<file path="src/rtl/foosball_pkg.sv">
// Shared types and constants for the foosball ball kinematics.
// Holds ball FSM states, serve directions and score limit.
package foosball_pkg;

  typedef enum logic [1:0] {
    IDLE,
    RUN,
    GOAL
  } ball_state_t;

  localparam logic       DIR_LEFT  = 1'b0;
  localparam logic       DIR_RIGHT = 1'b1;
  localparam logic [3:0] SCORE_MAX = 4'd9;

endpackage

</file>
<file path="src/rtl/tick_edge_sync.sv">
// Synchronises the divided game clock and turns each
// rising edge into a one-cycle step strobe.
module tick_edge_sync (
  input  logic clk_in,
  input  logic reset,
  input  logic tick_in,
  output logic step
);

  logic r_sync1;
  logic r_sync2;
  logic r_sync3;

  // two-flop synchroniser plus one delay flop for edge detection
  always_ff @(posedge clk_in or posedge reset) begin
    if (reset) begin
      r_sync1 <= 1'b0;
      r_sync2 <= 1'b0;
      r_sync3 <= 1'b0;
    end else begin
      r_sync1 <= tick_in;
      r_sync2 <= r_sync1;
      r_sync3 <= r_sync2;
    end
  end

  assign step = r_sync2 & ~r_sync3;

endmodule

</file>
<file path="src/rtl/ball_motion.sv">
// Ball kinematics: diagonal motion, wall bounce, rod deflection, goals.
// Optional goal counters are built when SCORE_CNT_EN is defined.
module ball_motion
  import foosball_pkg::*;
#(
  parameter int FIELD_W   = 160,
  parameter int FIELD_H   = 120,
  parameter int GOAL_HOLD = 8
) (
  input  logic                       clk_in,
  input  logic                       reset,
  input  logic                       tick_in,
  input  logic                       serve,
  input  logic                       serve_dir,
  input  logic                       rod_hit,
  output logic [$clog2(FIELD_W)-1:0] ball_x,
  output logic [$clog2(FIELD_H)-1:0] ball_y,
  output logic                       running,
  output logic                       goal_l,
  output logic                       goal_r,
  output logic [3:0]                 score_l,
  output logic [3:0]                 score_r
);

  localparam int XW = $clog2(FIELD_W);
  localparam int YW = $clog2(FIELD_H);
  localparam int HW = (GOAL_HOLD > 1) ? $clog2(GOAL_HOLD) : 1;

  localparam logic [XW-1:0] X_MID  = XW'(FIELD_W / 2);
  localparam logic [YW-1:0] Y_MID  = YW'(FIELD_H / 2);
  localparam logic [XW-1:0] X_MAX  = XW'(FIELD_W - 1);
  localparam logic [YW-1:0] Y_MAX  = YW'(FIELD_H - 1);
  localparam logic [HW-1:0] H_LAST = HW'(GOAL_HOLD - 1);

  logic w_step;

  ball_state_t   r_state, w_state;
  logic [XW-1:0] r_x, w_x;
  logic [YW-1:0] r_y, w_y;
  logic          r_dx, w_dx;
  logic          r_dy, w_dy;
  logic [HW-1:0] r_hold, w_hold;
  logic          r_gl, w_gl;
  logic          r_gr, w_gr;

  tick_edge_sync u_sync (
    .clk_in  (clk_in),
    .reset   (reset),
    .tick_in (tick_in),
    .step    (w_step)
  );

  // state and ball registers
  always_ff @(posedge clk_in or posedge reset) begin
    if (reset) begin
      r_state <= IDLE;
      r_x     <= X_MID;
      r_y     <= Y_MID;
      r_dx    <= DIR_RIGHT;
      r_dy    <= 1'b1;
      r_hold  <= '0;
      r_gl    <= 1'b0;
      r_gr    <= 1'b0;
    end else begin
      r_state <= w_state;
      r_x     <= w_x;
      r_y     <= w_y;
      r_dx    <= w_dx;
      r_dy    <= w_dy;
      r_hold  <= w_hold;
      r_gl    <= w_gl;
      r_gr    <= w_gr;
    end
  end

  // next state: serve, per-step motion, goal hold and recentre
  always_comb begin
    w_state = r_state;
    w_x     = r_x;
    w_y     = r_y;
    w_dx    = r_dx;
    w_dy    = r_dy;
    w_hold  = r_hold;
    w_gl    = 1'b0;
    w_gr    = 1'b0;
    unique case (r_state)
      IDLE: begin
        w_x = X_MID;
        w_y = Y_MID;
        if (serve) begin
          w_state = RUN;
          w_dx    = serve_dir;
          w_dy    = 1'b1;
        end
      end
      RUN: begin
        if (w_step) begin
          w_dx = r_dx ^ rod_hit;
          if (r_dy && r_y == Y_MAX) begin
            w_dy = 1'b0;
            w_y  = r_y - YW'(1);
          end else if (!r_dy && r_y == '0) begin
            w_dy = 1'b1;
            w_y  = r_y + YW'(1);
          end else if (r_dy) begin
            w_y = r_y + YW'(1);
          end else begin
            w_y = r_y - YW'(1);
          end
          w_x = w_dx ? r_x + XW'(1) : r_x - XW'(1);
          if (w_x == '0) begin
            w_gl    = 1'b1;
            w_state = GOAL;
            w_hold  = '0;
          end else if (w_x == X_MAX) begin
            w_gr    = 1'b1;
            w_state = GOAL;
            w_hold  = '0;
          end
        end
      end
      GOAL: begin
        if (w_step) begin
          if (r_hold == H_LAST) begin
            w_x     = X_MID;
            w_y     = Y_MID;
            w_dy    = 1'b1;
            w_hold  = '0;
            w_state = IDLE;
          end else begin
            w_hold = r_hold + HW'(1);
          end
        end
      end
      default: w_state = IDLE;
    endcase
  end

`ifdef SCORE_CNT_EN
  logic [3:0] r_sl;
  logic [3:0] r_sr;

  // saturating goal counters, updated with the goal pulse
  always_ff @(posedge clk_in or posedge reset) begin
    if (reset) begin
      r_sl <= '0;
      r_sr <= '0;
    end else begin
      if (w_gl && r_sl != SCORE_MAX) r_sl <= r_sl + 4'd1;
      if (w_gr && r_sr != SCORE_MAX) r_sr <= r_sr + 4'd1;
    end
  end

  assign score_l = r_sl;
  assign score_r = r_sr;
`else
  assign score_l = 4'd0;
  assign score_r = 4'd0;
`endif

  assign ball_x  = r_x;
  assign ball_y  = r_y;
  assign running = (r_state == RUN);
  assign goal_l  = r_gl;
  assign goal_r  = r_gr;

endmodule

</file>
<file path="config.mk">
export PLATFORM = sky130hd
export DESIGN_NAME = ball_motion
export DESIGN_NICKNAME = d
export VERILOG_FILES = /design/src/rtl/foosball_pkg.sv /design/src/rtl/tick_edge_sync.sv /design/src/rtl/ball_motion.sv
export SDC_FILE = /design/constraint.sdc
export NUM_CORES = 1
export LEC_CHECK = 0
export CORE_AREA = 2 2 65 67
export DETAILED_ROUTE_END_ITERATION = 10
export DIE_AREA = 0 0 67 69
export HOLD_SLACK_MARGIN = 0.1
export PLACE_DENSITY = 0.75
export SETUP_SLACK_MARGIN = 0.1
export SYNTH_ARGS = -nofsm -noshare
export SYNTH_HDL_FRONTEND = slang
export SYNTH_SLANG_ARGS = --single-unit
export TNS_END_PERCENT = 5
</file>
<file path="constraint.sdc">
create_clock -name clk_in -period 3.01 [get_ports clk_in]
set_clock_uncertainty 0.05 [all_clocks]
set_input_delay 0.602 -clock clk_in [delete_from_list [all_inputs] [get_ports clk_in]]
set_output_delay 0.602 -clock clk_in [all_outputs]
set_load 0.005 [all_outputs]
</file>
==> results.md <==
* Status: finished clean
* Hold buffer count at CTS at 0
* RSZ-0062 raised after global routing: yes
* Worst Tran Pin Value at 0.872 ns
* Worst setup endpoint: r_hold[1]
* Post-synth EDFFs at 0
* Final setup fails at 0
* ANT cells at 0
* Max-Cap Viols at 0
* TritonCTS Buffers at 3
* Number of synthesis warnings at 0
* Critical Path Fanout Max at 4
* Worst Path Required at 3.13 ns
* Worst r2r path cells at 12
* Vias in the first global route at 1520
* Min-delay src: u_sync.r_sync1
* Layout Nets at 263
* Cell area after synthesis at 1830 um2
* Final Hold Vio Count at 0
* HPWL Detailed at 2990 um
* DRT antenna net count at 0
* Crit path kind: reg -> reg
* Fin crit period at 2.84 ns
* Post-synth top flop: dfrtp_1
* Drt first pass iters at 4
* Via count at 1629
* Num rows at 23
* Reg-to-Reg End: r_hold[1]
* Critical Path Source: r_dx
* First-pass GRT wire length at 6970 um
* Flops & latches, synth at 27
* TritonCTS clock tree: yes
* Initial antenna violation count at 0
* # clock sinks at 27
* Ys async rst share at 100%
* P per Cell Area at 1060 nW/um2
* Crit path arrival time at 2.97 ns
* PortBufs at 23
* Startpoint types: flip-flop
* Clock slew at reported path FFs at 0.10 ns
* Largest net degree at the start of global routing at 25
* Period utilisation layout at 94.5%
* Layout cell share with drive strength beyond 1 at 21.3%
* Maximum VDD drop at 0.351 mV
* Initial DRC Count at 121
* Starting Density at 46.7%
* DP Worst Slack at -0.451 ns
* Synthesized instance count at 208
* Leakage at 1.01 nW
* Critical R2R Launch: r_dx
* Slack of the critical path at 0.167 ns
* Cell variety after synth at 47
* Routed WL at 4090 um
* Ports at 32
* DRC Markers at 0
* Die Wd at 67 um
* Routability cong. at 0.855
* Clk_lat worst skew at 0.28 ns
* Wire per inst at 13.7 um
* R2r setup slk at 0.17 ns
* Final TNS setup at 0 ns
* Total track usage at 19.4%
* CTS root buf: clkbuf_8
* Via density at 5.45
* Core area at 3910 um2
* H-tree depth at 1
* CTS max path bufs at 2
* Crit end category: flip-flop
* Sequential area share after synthesis at 37.5%
* Final Slew Violations at 0
* Chip height at 69 um
* Total power at 2.49 mW
* Worst slew margin at 41.8%
* Syn avg cell area at 8.78 um2
* Hold WC Path Type: reg -> reg
* Area Overhead vs Synth at 28.4%
* Total gr overflow at 0
* Fmax at 0.352 GHz
* Die area at 4620 um2
## cells in the final DEF (no fill, tap or decap), types with 4 or more instances in the layout
cell type / instances
ha_1: 5
and3_1: 4
buf_4: 23
conb_1: 8
dfstp_2: 8
clkdlybuf4s50_1: 22
a21oi_1: 12
a22o_1: 4
xnor2_1: 4
inv_1: 9
dfrtp_1: 19
xor2_1: 4
nand3_1: 7
nor3_1: 5
o21ai_0: 18
mux2i_1: 7
nor2_1: 16
nand2_1: 25
## worst max-delay path: stages (launching register included)
cell and delay (ns):
dfstp_2 0.60, xor2_4 0.21, xnor2_2 0.15, ha_2 0.25, buf_4 0.13, and3_1 0.21, nand4_1 0.12, o311ai_2 0.12
xor2_1 0.16, or3_1 0.38, a21oi_1 0.14, buf_4 0.14, o21ai_1 0.07
## cell families (layout without fill, tap and decap cells)
family                     Yosys count  count (layout)  share of synthesized area (%)
adders and majority gates            7               7                           4.79
muxes                                8               8                           4.38
DFF                                 27              27                           37.5
and+or+nand+nor                     76              76                           21.4
AOI/OAI and AO/OA                   53              53                           18.2
xor gates and xnor gates            10              10                           4.79
buffers and inverters               26              60                           8.77
other                                1               8                          0.205
## state kept, by name (all words and copies together), names as in the netlist
| signal | count |
|---|---|
| ball_x | 8 |
| r_dy | 1 |
| ball_y | 7 |
| r_state | 2 |
| r_hold | 3 |
| goal_r | 1 |
| u_sync.r_sync1 | 1 |
| u_sync.r_sync2 | 1 |
| r_dx | 1 |
| u_sync.r_sync3 | 1 |
| goal_l | 1 |
## cell type report
cell class	instances	area, um2
clock buffers	3	41.3
clock inverters	1	8.76
fillers	344	1570
inverters	10	37.5
multi-input cells	162	1110
flip-flops and latches	27	686
well taps	50	62.6
repair buffers	46	403
## synth_stat cells, types with 2 or more instances
master / instances / area, um2
ha_1: 7 / 87.6
xor2_1: 5 / 43.8
nand3_1: 7 / 35.0
buf_4: 10 / 75.1
mux2i_1: 8 / 80.1
dfstp_2: 8 / 210
inv_1: 9 / 33.8
nor4_1: 2 / 12.5
nor2_1: 16 / 60.1
a22o_1: 4 / 35.0
xnor2_1: 5 / 43.8
o21ai_1: 2 / 10.0
and3_1: 4 / 25.0
buf_2: 2 / 10.0
dfrtp_1: 19 / 475
nand2b_1: 3 / 18.8
nand2_1: 25 / 93.8
or3_1: 3 / 18.8
o21a_1: 3 / 22.5
o22ai_1: 3 / 18.8
buf_6: 3 / 33.8
nand4_1: 2 / 12.5
o21ai_0: 19 / 95.1
nor3_1: 5 / 25.0
a21oi_1: 12 / 60.1
## stage by stage
| step | hold WS, ns | util [%] | cells | instance area [um2] |
|---|---|---|---|---|
| 2_1_floorplan | 0.281 | - | 215 | 1880 |
| 3_3_place_gp | 0.287 | 56.4 | 293 | 2210 |
| 3_5_place_dp | 0.294 | 56.4 | 293 | 2210 |
| 4_1_cts | 0.317 | 59.0 | 298 | 2310 |
| 5_1_grt | 0.322 | 59.9 | 299 | 2340 |
| 6_report | 0.316 | 59.9 | 299 | 2340 |
## what timing repair did
item / 4_1_cts / 5_1_grt
pin swaps: 5 / 3
endpoints found under the setup margin: 7 / 5
setup buffers: 1 / 1
endpoints found under the hold margin: 0 / 0
gates resized for setup: 8 / 5
## routing by layer
metal  global-route usage, %  routed length [um]  share of wire, %
met1                    27.9                1960                48
met2                    29.2                1930                47
met3                    2.94                 146               3.6
met4                    7.03                  59               1.4
met5                       0                   0                 0
## where the power goes
group / total [mW] / internal, mW / switching (mW) / leakage (nW)
clock network: 0.219 / 0.0974 / 0.122 / 0.0261
registers: 0.766 / 0.518 / 0.248 / 0.308
logic: 1.51 / 0.840 / 0.668 / 0.677
## worst min path at each step
| stage | endpoint | slack [ns] | cells after the start |
|---|---|---|---|
| 6_report | u_sync.r_sync2 | 0.32 | 0 |
| 5_1_grt | u_sync.r_sync2 | 0.32 | 0 |
| 4_1_cts | u_sync.r_sync2 | 0.32 | 0 |
| 3_5_place_dp | u_sync.r_sync2 | 0.29 | 0 |
| 3_3_place_gp | u_sync.r_sync2 | 0.29 | 0 |
| 2_1_floorplan | u_sync.r_sync2 | 0.28 | 0 |
No activity file was read; power rests on OpenSTA's default activity.
